--- config.mk ---
export PLATFORM = sky130hd
export DESIGN_NAME = seven_segment_scanner_flat
export DESIGN_NICKNAME = d
export VERILOG_FILES = /design/src/rtl/seven_segment_scanner_if.sv /design/src/rtl/seven_segment_scanner.sv /design/src/flat_wrapper.sv
export SDC_FILE = /design/constraint.sdc
export NUM_CORES = 1
export LEC_CHECK = 0
export BUFFER_PORTS_ARGS = -buffer_cell sky130_fd_sc_hd__buf_2
export CAP_MARGIN = 30
export CORE_UTILIZATION = 25
export CTS_BUF_LIST = sky130_fd_sc_hd__clkbuf_8 sky130_fd_sc_hd__clkbuf_16
export DETAILED_ROUTE_END_ITERATION = 10
export HOLD_SLACK_MARGIN = 0.12
export PLACE_DENSITY_LB_ADDON = 0.25
export SKIP_LAST_GASP = 1
export SYNTH_ARGS = -nofsm -noshare
export SYNTH_HDL_FRONTEND = slang
export SYNTH_SLANG_ARGS = --single-unit
--- constraint.sdc ---
create_clock -name i_Clk -period 3.2 [get_ports i_Clk]
set_input_delay 0.8 -clock i_Clk [delete_from_list [all_inputs] [get_ports i_Clk]]
set_output_delay 0.8 -clock i_Clk [all_outputs]
set_load 0.05 [all_outputs]
--- src/rtl/seven_segment_scanner_if.sv ---
// rtl/seven_segment_scanner_if.sv - display data in / multiplexed display drive out
interface seven_segment_scanner_if #(
    parameter int DECIMAL_DIGITS = 4
);
    logic [4*DECIMAL_DIGITS-1:0] i_Display_Time;
    logic                        i_Display_PM;
    logic                        i_Blink_En;
    logic [DECIMAL_DIGITS-1:0]   o_Anode;
    logic [6:0]                  o_Segment;
    logic                        o_DP;

    modport master (
        output i_Display_Time, i_Display_PM, i_Blink_En,
        input  o_Anode, o_Segment, o_DP
    );

    modport slave (
        input  i_Display_Time, i_Display_PM, i_Blink_En,
        output o_Anode, o_Segment, o_DP
    );
endinterface

--- src/rtl/seven_segment_scanner.sv ---
// rtl/seven_segment_scanner.sv - multiplexed seven-segment driver with frame snapshot, blanking, PM dot and blink
module seven_segment_scanner #(
    parameter int DECIMAL_DIGITS = 4,
    parameter int REFRESH_DIV    = 100000,
    parameter int BLINK_DIV      = 50000000
) (
    input  logic                   i_Clk,
    input  logic                   i_Rst_N,
    seven_segment_scanner_if.slave disp
);
    localparam int REF_W = $clog2(REFRESH_DIV);
    localparam int BLK_W = $clog2(BLINK_DIV);
    localparam int IDX_W = (DECIMAL_DIGITS > 1) ? $clog2(DECIMAL_DIGITS) : 1;
    localparam logic [REF_W-1:0] REF_LAST = REF_W'(REFRESH_DIV - 1);
    localparam logic [BLK_W-1:0] BLK_LAST = BLK_W'(BLINK_DIV - 1);
    localparam logic [IDX_W-1:0] IDX_LAST = IDX_W'(DECIMAL_DIGITS - 1);

    logic [REF_W-1:0]            r_refresh_cnt;
    logic [BLK_W-1:0]            r_blink_cnt;
    logic [IDX_W-1:0]            r_digit_idx;
    logic [4*DECIMAL_DIGITS-1:0] r_shadow_time;
    logic                        r_shadow_pm;
    logic                        r_blink_on;
    logic [DECIMAL_DIGITS-1:0]   r_anode;
    logic [6:0]                  r_segment;
    logic                        r_dp;

    logic                        w_refresh_tc;
    logic                        w_blink_tc;
    logic                        w_frame_end;
    logic [3:0]                  w_digit;
    logic [6:0]                  w_decoded;
    logic                        w_dark;
    logic [DECIMAL_DIGITS-1:0]   w_anode_nxt;
    logic [6:0]                  w_segment_nxt;
    logic                        w_dp_nxt;

    assign w_refresh_tc = (r_refresh_cnt == REF_LAST);
    assign w_blink_tc   = (r_blink_cnt == BLK_LAST);
    assign w_frame_end  = w_refresh_tc && (r_digit_idx == IDX_LAST);
    assign w_dark       = disp.i_Blink_En && !r_blink_on;

    always_ff @(posedge i_Clk or negedge i_Rst_N) begin
        if (!i_Rst_N) begin
            r_refresh_cnt <= '0;
            r_digit_idx   <= '0;
        end else if (w_refresh_tc) begin
            r_refresh_cnt <= '0;
            r_digit_idx   <= (r_digit_idx == IDX_LAST) ? '0 : r_digit_idx + IDX_W'(1);
        end else begin
            r_refresh_cnt <= r_refresh_cnt + REF_W'(1);
        end
    end

    // Snapshot only at the frame boundary so all digits of one frame come from one sample.
    always_ff @(posedge i_Clk or negedge i_Rst_N) begin
        if (!i_Rst_N) begin
            r_shadow_time <= '0;
            r_shadow_pm   <= 1'b0;
        end else if (w_frame_end) begin
            r_shadow_time <= disp.i_Display_Time;
            r_shadow_pm   <= disp.i_Display_PM;
        end
    end

    always_ff @(posedge i_Clk or negedge i_Rst_N) begin
        if (!i_Rst_N) begin
            r_blink_cnt <= '0;
            r_blink_on  <= 1'b1;
        end else if (w_blink_tc) begin
            r_blink_cnt <= '0;
            r_blink_on  <= !r_blink_on;
        end else begin
            r_blink_cnt <= r_blink_cnt + BLK_W'(1);
        end
    end

    always_comb begin
        w_digit = '0;
        for (int k = 0; k < DECIMAL_DIGITS; k++) begin
            if (r_digit_idx == IDX_W'(k)) w_digit = r_shadow_time[4*k +: 4];
        end
    end

    always_comb begin
        case (w_digit)
            4'd0:    w_decoded = 7'h40;
            4'd1:    w_decoded = 7'h79;
            4'd2:    w_decoded = 7'h24;
            4'd3:    w_decoded = 7'h30;
            4'd4:    w_decoded = 7'h19;
            4'd5:    w_decoded = 7'h12;
            4'd6:    w_decoded = 7'h02;
            4'd7:    w_decoded = 7'h78;
            4'd8:    w_decoded = 7'h00;
            4'd9:    w_decoded = 7'h10;
            default: w_decoded = 7'h3F;
        endcase
    end

    always_comb begin
        w_anode_nxt   = ~(DECIMAL_DIGITS'(1) << r_digit_idx);
        w_segment_nxt = w_decoded;
        w_dp_nxt      = !((r_digit_idx == '0) && r_shadow_pm);
        if ((r_digit_idx == IDX_LAST) && (w_digit == 4'd0)) w_segment_nxt = 7'h7F;
        if (w_dark) begin
            w_anode_nxt   = '1;
            w_segment_nxt = 7'h7F;
            w_dp_nxt      = 1'b1;
        end
    end

    // Anode and segments share one register stage so they always switch together.
    always_ff @(posedge i_Clk or negedge i_Rst_N) begin
        if (!i_Rst_N) begin
            r_anode   <= '1;
            r_segment <= 7'h7F;
            r_dp      <= 1'b1;
        end else begin
            r_anode   <= w_anode_nxt;
            r_segment <= w_segment_nxt;
            r_dp      <= w_dp_nxt;
        end
    end

    assign disp.o_Anode   = r_anode;
    assign disp.o_Segment = r_segment;
    assign disp.o_DP      = r_dp;
endmodule

--- src/flat_wrapper.sv ---
// flat-port wrapper written by rule: the top's interface ports become plain ports
module seven_segment_scanner_flat 
#(
    parameter int DECIMAL_DIGITS = 4,
    parameter int REFRESH_DIV    = 100000,
    parameter int BLINK_DIV      = 50000000
)
  (i_Clk, i_Rst_N, disp_i_Display_Time, disp_i_Display_PM, disp_i_Blink_En, disp_o_Anode, disp_o_Segment, disp_o_DP);
  seven_segment_scanner_if #(.DECIMAL_DIGITS(DECIMAL_DIGITS)) disp_i ();
  input  logic i_Clk;
  input  logic i_Rst_N;
  input wire logic [$bits(disp_i.i_Display_Time)-1:0] disp_i_Display_Time;
  input wire logic [$bits(disp_i.i_Display_PM)-1:0] disp_i_Display_PM;
  input wire logic [$bits(disp_i.i_Blink_En)-1:0] disp_i_Blink_En;
  output wire logic [$bits(disp_i.o_Anode)-1:0] disp_o_Anode;
  output wire logic [$bits(disp_i.o_Segment)-1:0] disp_o_Segment;
  output wire logic [$bits(disp_i.o_DP)-1:0] disp_o_DP;
  assign disp_i.i_Display_Time = disp_i_Display_Time;
  assign disp_i.i_Display_PM = disp_i_Display_PM;
  assign disp_i.i_Blink_En = disp_i_Blink_En;
  assign disp_o_Anode = disp_i.o_Anode;
  assign disp_o_Segment = disp_i.o_Segment;
  assign disp_o_DP = disp_i.o_DP;
  seven_segment_scanner #(.DECIMAL_DIGITS(DECIMAL_DIGITS), .REFRESH_DIV(REFRESH_DIV), .BLINK_DIV(BLINK_DIV)) u_core (.i_Clk(i_Clk), .i_Rst_N(i_Rst_N), .disp(disp_i));
endmodule
==> results of run 1 <==
[power breakdown]
part	leakage, nW	switching [mW]	internal [mW]
Combinational	0.851	0.0717	0.0398
Clock	0.141	0.376	0.561
Sequential	0.935	0.00873	0.973
Total	1.93	0.456	1.57
[worst paths after layout]
kind / from / to / cells after the start / slack (ns)
max in group asynchronous: i_Rst_N / u_core.disp.o_Segment[3] / 2 / 2.21
hold reg to reg: u_core.r_shadow_pm / u_core.disp.o_DP / 1 / 0.43
setup reg to reg: u_core.r_digit_idx[1] / u_core.disp.o_Segment[0] / 10 / 0.53
setup / recovery: u_core.r_digit_idx[1] / u_core.disp.o_Segment[0] / 10 / 0.53
min in group i_Clk: u_core.r_shadow_pm / u_core.disp.o_DP / 1 / 0.43
hold / removal: i_Rst_N / u_core.r_refresh_cnt[13] / 1 / 0.37
[per-stage QoR]
stage / setup WS (ns) / power [mW]
floorplan: 0.744 / 1.06
global placement: 0.669 / 1.11
detailed placement: 0.551 / 1.11
CTS: 0.535 / 2.06
global route: 0.214 / 2.12
finish: 0.533 / 2.03
[metal layers]
metal | vias to the layer above | share of wire
met5 | - | 0
met2 | 40 | 0.46
met3 | 10 | 0.035
met4 | 0 | 0.024
li1 | 1159 | -
met1 | 1163 | 0.49
[layout by cell type (no fill, tap or decap), types with 2 or more instances in the layout]
| master | count |
|---|---|
| nor2b_1 | 5 |
| clkbuf_8 | 2 |
| o211ai_1 | 2 |
| xor2_1 | 24 |
| dfrtp_1 | 62 |
| clkbuf_16 | 9 |
| xnor2_1 | 16 |
| nor2_1 | 32 |
| mux2_4 | 10 |
| nor4_4 | 2 |
| nand4_1 | 9 |
| a31oi_1 | 3 |
| and4_1 | 4 |
| clkinv_2 | 4 |
| nor3_1 | 6 |
| and2_1 | 2 |
| dfstp_2 | 13 |
| and3_1 | 11 |
| mux2i_1 | 2 |
| mux2_2 | 7 |
| a211oi_1 | 4 |
| a21boi_0 | 2 |
| buf_4 | 3 |
| ha_1 | 9 |
| inv_1 | 8 |
| buf_2 | 30 |
| nand3_1 | 22 |
| o21ai_0 | 8 |
| nand2b_1 | 2 |
| nand2_1 | 28 |
[cells by family after synthesis]
family,count (synthesis),synth area share
simple gates,130,0.198
flops,75,0.537
xor+xnor,40,0.0993
compound gates,24,0.0454
mux,19,0.0706
buf+inv,14,0.0181
fa+ha+maj,9,0.0319
[flip-flops by register name (all words and copies together), names as in the netlist]
| register | count |
|---|---|
| u_core.disp.o_Segment | 7 |
| u_core.r_shadow_time | 16 |
| u_core.r_blink_on | 1 |
| u_core.r_refresh_cnt | 17 |
| u_core.r_digit_idx | 2 |
| u_core.r_blink_cnt | 26 |
| u_core.r_shadow_pm | 1 |
| u_core.disp.o_Anode | 4 |
| u_core.disp.o_DP | 1 |
[worst max-delay path: cells and delay by family, from the launching register on]
kind | cells | cell delay, ns
AO/OA/AOI/OAI | 3 | 1.00
flip-flops | 1 | 0.37
adder cells (fa/ha/maj) | 2 | 0.51
AND/OR/NAND/NOR | 3 | 0.47
buffers and inverters | 2 | 0.21
[cell type report]
type                       instances  area [um^2]  share of cell area
clock inverter                     5         27.5             0.00655
tap                              180          225              0.0536
timing repair buffer              34          200              0.0477
clock buffer                      11          253              0.0602
sequential                        75         1890               0.451
multi-input combinational        222         1570               0.374
inverter                           8         30.0             0.00715
==> impl_metrics.json, run 1 <==
{
  "status": "finished, final reports clean",
  "fin_util": 0.304,
  "crit_path_max_incr_delay_ns": 0.41,
  "yosys_warnings": 0,
  "grt.total_usage": 0.103,
  "cts-root-buf": "clkbuf_16",
  "tns_ns": 0,
  "cts-resized-gates": 0,
  "fin_cells": 535,
  "core_um2": 13800,
  "end_kind": "flop",
  "row_count": 43,
  "yosys.area.top_type": "dfrtp_1",
  "synthArstFlopShare": 1.00,
  "use_met3": 0.0274,
  "fillers": 1412,
  "die_area_um2": 14600,
  "n_antenna_cell": 0,
  "overflow": 0,
  "p_per_area_nw_per_um2": 483,
  "hold_ws_ns": 0.374,
  "synth.distinct_cells": 40,
  "portBuffers": 31,
  "drc_errors": 0,
  "crit_fanout": 8,
  "synthesis.area_um2": 3530,
  "layout-drive-gt1-share": 0.239,
  "synth_edf_count": 0,
  "ir_worst_vdd_uv": 249,
  "maxCapViolations": 0,
  "cts_buffers": 9,
  "cts_tree": "yes",
  "drt-initial-drc-count": 153,
  "place_inst": 518,
  "antenna_found_initial": 0,
  "dp_hpwl_um": 4730,
  "cp-start-kind": "flop",
  "top_usage_layer": "met2",
  "cts_setup_buffers": 0,
  "place_congestion": 0.795,
  "cts_sinks": 75,
  "grtUsageMet1": 0.131,
  "ctsHtreeMaxLevel": 3,
  "leakagePower_nw": 1.93,
  "cts_hold_buf": 0,
  "fin_skew_ns": 0.00821,
  "first_pass_iters": 4,
  "cp_slowest_cell": "a31oi_1",
  "syn_to_final_growth_pct": 19.0,
  "yosysSeqAreaShare": 0.537,
  "clk_latency_ns": 0.33,
  "rsz0062_at_grt": "false",
  "synth_top_area_frac": 0.440,
  "yosys-top-cells-count": "dfrtp_1, nor2_1, nand2_1",
  "worstPathRequired_ns": 3.45,
  "post-route-period-util": 0.834,
  "place_area_um2": 3890,
  "hp-class": "primary input to asynchronous set/reset pin",
  "grt_pass1_vias": 2428,
  "fp.dieW_um": 121,
  "die_y_um": 121,
  "io_pins": 32,
  "start_util": 0.255,
  "synth.area.top_cells": "dfrtp_1, dfstp_2, xor2_1, mux2_4, xnor2_1",
  "path_clk_slew_ns": 0.06,
  "final_nets": 379,
  "syn_nets": 340,
  "netlist_instances": 311,
  "grt_pass1_wl_um": 11600,
  "via_count": 2372,
  "fin_crit_ns": 2.67,
  "ys_seq_elements": 75,
  "crit_chain": "inv_1 > ha_1 > nand3b_1 > a31oi_1 > inv_1 > ha_1 > and2_1 > a21boi_0 > a21boi_0 > nand3_1",
  "arrival_ns": 2.91,
  "cts_buffer_depth": 2,
  "slew_headroom": 0.565,
  "grt_max_degree": 76,
  "critPathKind": "flop to flop",
  "timing.fmax_mhz": 375,
  "maxSlewViolCount": 0,
  "final_cell_area_um2": 4200,
  "synth_area_per_cell_um2": 11.3,
  "synth.most_common_cell": "dfrtp_1",
  "vias_per_cell": 4.43,
  "setup_viol": 0,
  "hold_viol": 0,
  "worstMarginPinSlew_ns": 0.648,
  "wl_per_cell_um": 12.6,
  "postRouteAntennaNets": 0,
  "synth_ff_type": "dfrtp_1",
  "met2_usage": 0.158,
  "routed_wl_um": 6750
}
(Power assumes the default switching activity.)
==> run 2: changes to the inputs <==
ABC_AREA = 1   (was unset)
clock period = 2.7 ns   (was 3.2 ns; I/O delays follow)
==> impl_metrics.json, run 2 <==
{
  "status": "finished, final reports clean",
  "hp-class": "primary input to asynchronous set/reset pin",
  "cts-root-buf": "clkbuf_16",
  "final_nets": 561,
  "syn_nets": 525,
  "vias_per_cell": 4.20,
  "reg_top3": "u_core.r_blink_cnt: 26 flops, u_core.r_refresh_cnt: 17 flops, u_core.r_shadow_time: 16 flops",
  "setup_viol": 0,
  "yosys_warnings": 0,
  "syn_to_final_growth_pct": 17.3,
  "synthesis.area_um2": 3960,
  "synth_top_area_frac": 0.392,
  "die_area_um2": 16300,
  "fin_cells": 748,
  "synth_edf_count": 0,
  "slew_headroom": 0.691,
  "post-route-period-util": 0.795,
  "drt-initial-drc-count": 177,
  "crit_fanout": 11,
  "place_congestion": 0.866,
  "wl_per_cell_um": 11.3,
  "worstMarginPinSlew_ns": 0.460,
  "synth_area_per_cell_um2": 7.98,
  "first_pass_iters": 4,
  "critPathKind": "flop to flop",
  "timing.rr.end": "u_core.disp.o_Segment[4]",
  "antenna_found_initial": 0,
  "cts-resized-gates": 0,
  "synth.most_common_cell": "nand2_1",
  "netlist_instances": 496,
  "routed_wl_um": 8490,
  "r2r_cells": 9,
  "yosys-top-cells-count": "nand2_1, nor2_1, dfrtp_1, inv_1, nand3_1",
  "layout_common_cells": "nand2_1, nor2_1, inv_1, dfrtp_1, nand3_1",
  "setup_ws_ns": 0.554,
  "cts_buffer_depth": 2,
  "portBuffers": 31,
  "end_kind": "flop",
  "path_clk_slew_ns": 0.06,
  "via_count": 3144,
  "grt_max_degree": 31,
  "clk_latency_ns": 0.35,
  "grt.total_usage": 0.116,
  "place_inst": 732,
  "cts_setup_buffers": 0,
  "io_pins": 32,
  "overflow": 0,
  "p_per_area_nw_per_um2": 518,
  "cts_buffers": 9,
  "ys_seq_elements": 75,
  "fp.dieW_um": 128,
  "synthArstFlopShare": 1.00,
  "layout_commonest_cell": "nand2_1",
  "yosysSeqAreaShare": 0.478,
  "worstPathRequired_ns": 2.98,
  "grt_pass1_vias": 3137,
  "row_count": 45,
  "cts_sinks": 75,
  "yosys.area.top_type": "dfrtp_1",
  "power_mw": 2.41,
  "cts_tree": "yes",
  "largest_reg_flops": 26,
  "fin_skew_ns": 0.00865,
  "maxCapViolations": 0,
  "start_util": 0.258,
  "crit_start": "u_core.r_digit_idx[0]",
  "timing.fmax_mhz": 466,
  "cts_hold_buf": 0,
  "rsz0062_at_grt": "false",
  "dp_hpwl_um": 6380,
  "n_antenna_cell": 0,
  "synth_ff_type": "dfrtp_1",
  "r2r_slack_ns": 0.55,
  "maxSlewViolCount": 0,
  "die_y_um": 128,
  "pre_cts_ws_ns": 0.547,
  "fin_util": 0.303,
  "synth.distinct_cells": 31,
  "arrival_ns": 2.42,
  "cp-start-kind": "flop",
  "drc_errors": 0,
  "crit-reg2reg-launch": "u_core.r_digit_idx[0]",
  "ctsHtreeMaxLevel": 3,
  "tns_ns": 0,
  "synth.area.top_cells": "dfrtp_1, nand2_1, dfstp_2, nor2_1, xor2_1",
  "postRouteAntennaNets": 0,
  "ir_worst_vdd_uv": 265,
  "hold_viol": 0,
  "fillers": 1652,
  "layout-drive-gt1-share": 0.164,
  "grt_pass1_wl_um": 14800,
  "core_um2": 15300,
  "regMostFlops": "u_core.r_blink_cnt",
  "fin_crit_ns": 2.15,
  "leakagePower_nw": 2.18
}
run 2: worst max-delay path by stage:
stage | endpoint | slack (ns) | cells past startpoint
finish | u_core.disp.o_Segment[4] | 0.55 | 9
global route | u_core.disp.o_Segment[4] | 0.33 | 9
CTS | u_core.disp.o_Segment[4] | 0.53 | 9
detailed placement | u_core.disp.o_Segment[4] | 0.55 | 9
global placement | u_core.disp.o_Segment[3] | 0.65 | 9
floorplan | u_core.disp.o_Segment[1] | 0.86 | 11
run 2: cells by family (layout without fill, tap and decap cells):
family / after synthesis / count (layout) / synth area share
XOR/XNOR: 32 / 32 / 0.0708
AO/OA/AOI/OAI: 25 / 25 / 0.0373
AND/OR/NAND/NOR: 280 / 280 / 0.304
adder cells (fa/ha/maj): 9 / 9 / 0.0284
flip-flops: 75 / 75 / 0.478
buffers and inverters: 75 / 116 / 0.0815
run 2: cell type report:
| cell class | instances | area (um^2) | area share |
|---|---|---|---|
| Sequential cell | 75 | 1890 | 0.408 |
| Multi-Input combinational cell | 346 | 1740 | 0.375 |
| Tap cell | 211 | 264 | 0.0568 |
| Inverter | 66 | 249 | 0.0536 |
| Clock buffer | 10 | 239 | 0.0515 |
| Timing Repair Buffer | 34 | 193 | 0.0415 |
| Clock inverter | 6 | 63.8 | 0.0137 |
run 2: layer usage:
| metal | share of wire | wire [um] | up-vias | track usage |
|---|---|---|---|---|
| li1 | - | - | 1606 | - |
| met1 | 0.50 | 4200 | 1469 | 0.149 |
| met2 | 0.45 | 3780 | 56 | 0.181 |
| met3 | 0.042 | 354 | 13 | 0.0338 |
| met4 | 0.017 | 142 | 0 | 0.0505 |
| met5 | 0 | 0 | - | 0 |
run 2: metrics by stage:
stage / hold WS (ns) / cell area (um^2)
2_1_floorplan: 0.379 / 3960
3_3_place_gp: 0.430 / 4340
3_5_place_dp: 0.424 / 4340
4_1_cts: 0.269 / 4640
5_1_grt: 0.289 / 4640
6_report: 0.259 / 4640
run 2: critical path, cell delays in order, from the launching register on:
cell,delay [ns]
dfrtp_1,0.41
ha_1,0.41
inv_1,0.15
or2_2,0.29
nand2_1,0.14
ha_1,0.19
inv_1,0.04
o21ai_0,0.26
inv_1,0.09
nand3_1,0.10
run 2: power by group:
| part | leakage (nW) | switching, mW | internal, mW | total [mW] |
|---|---|---|---|---|
| clock | 0.150 | 0.469 | 0.740 | 1.21 |
| sequential | 0.900 | 0.00164 | 1.13 | 1.13 |
| combinational | 1.13 | 0.0442 | 0.0193 | 0.0634 |
| total | 2.18 | 0.514 | 1.89 | 2.41 |
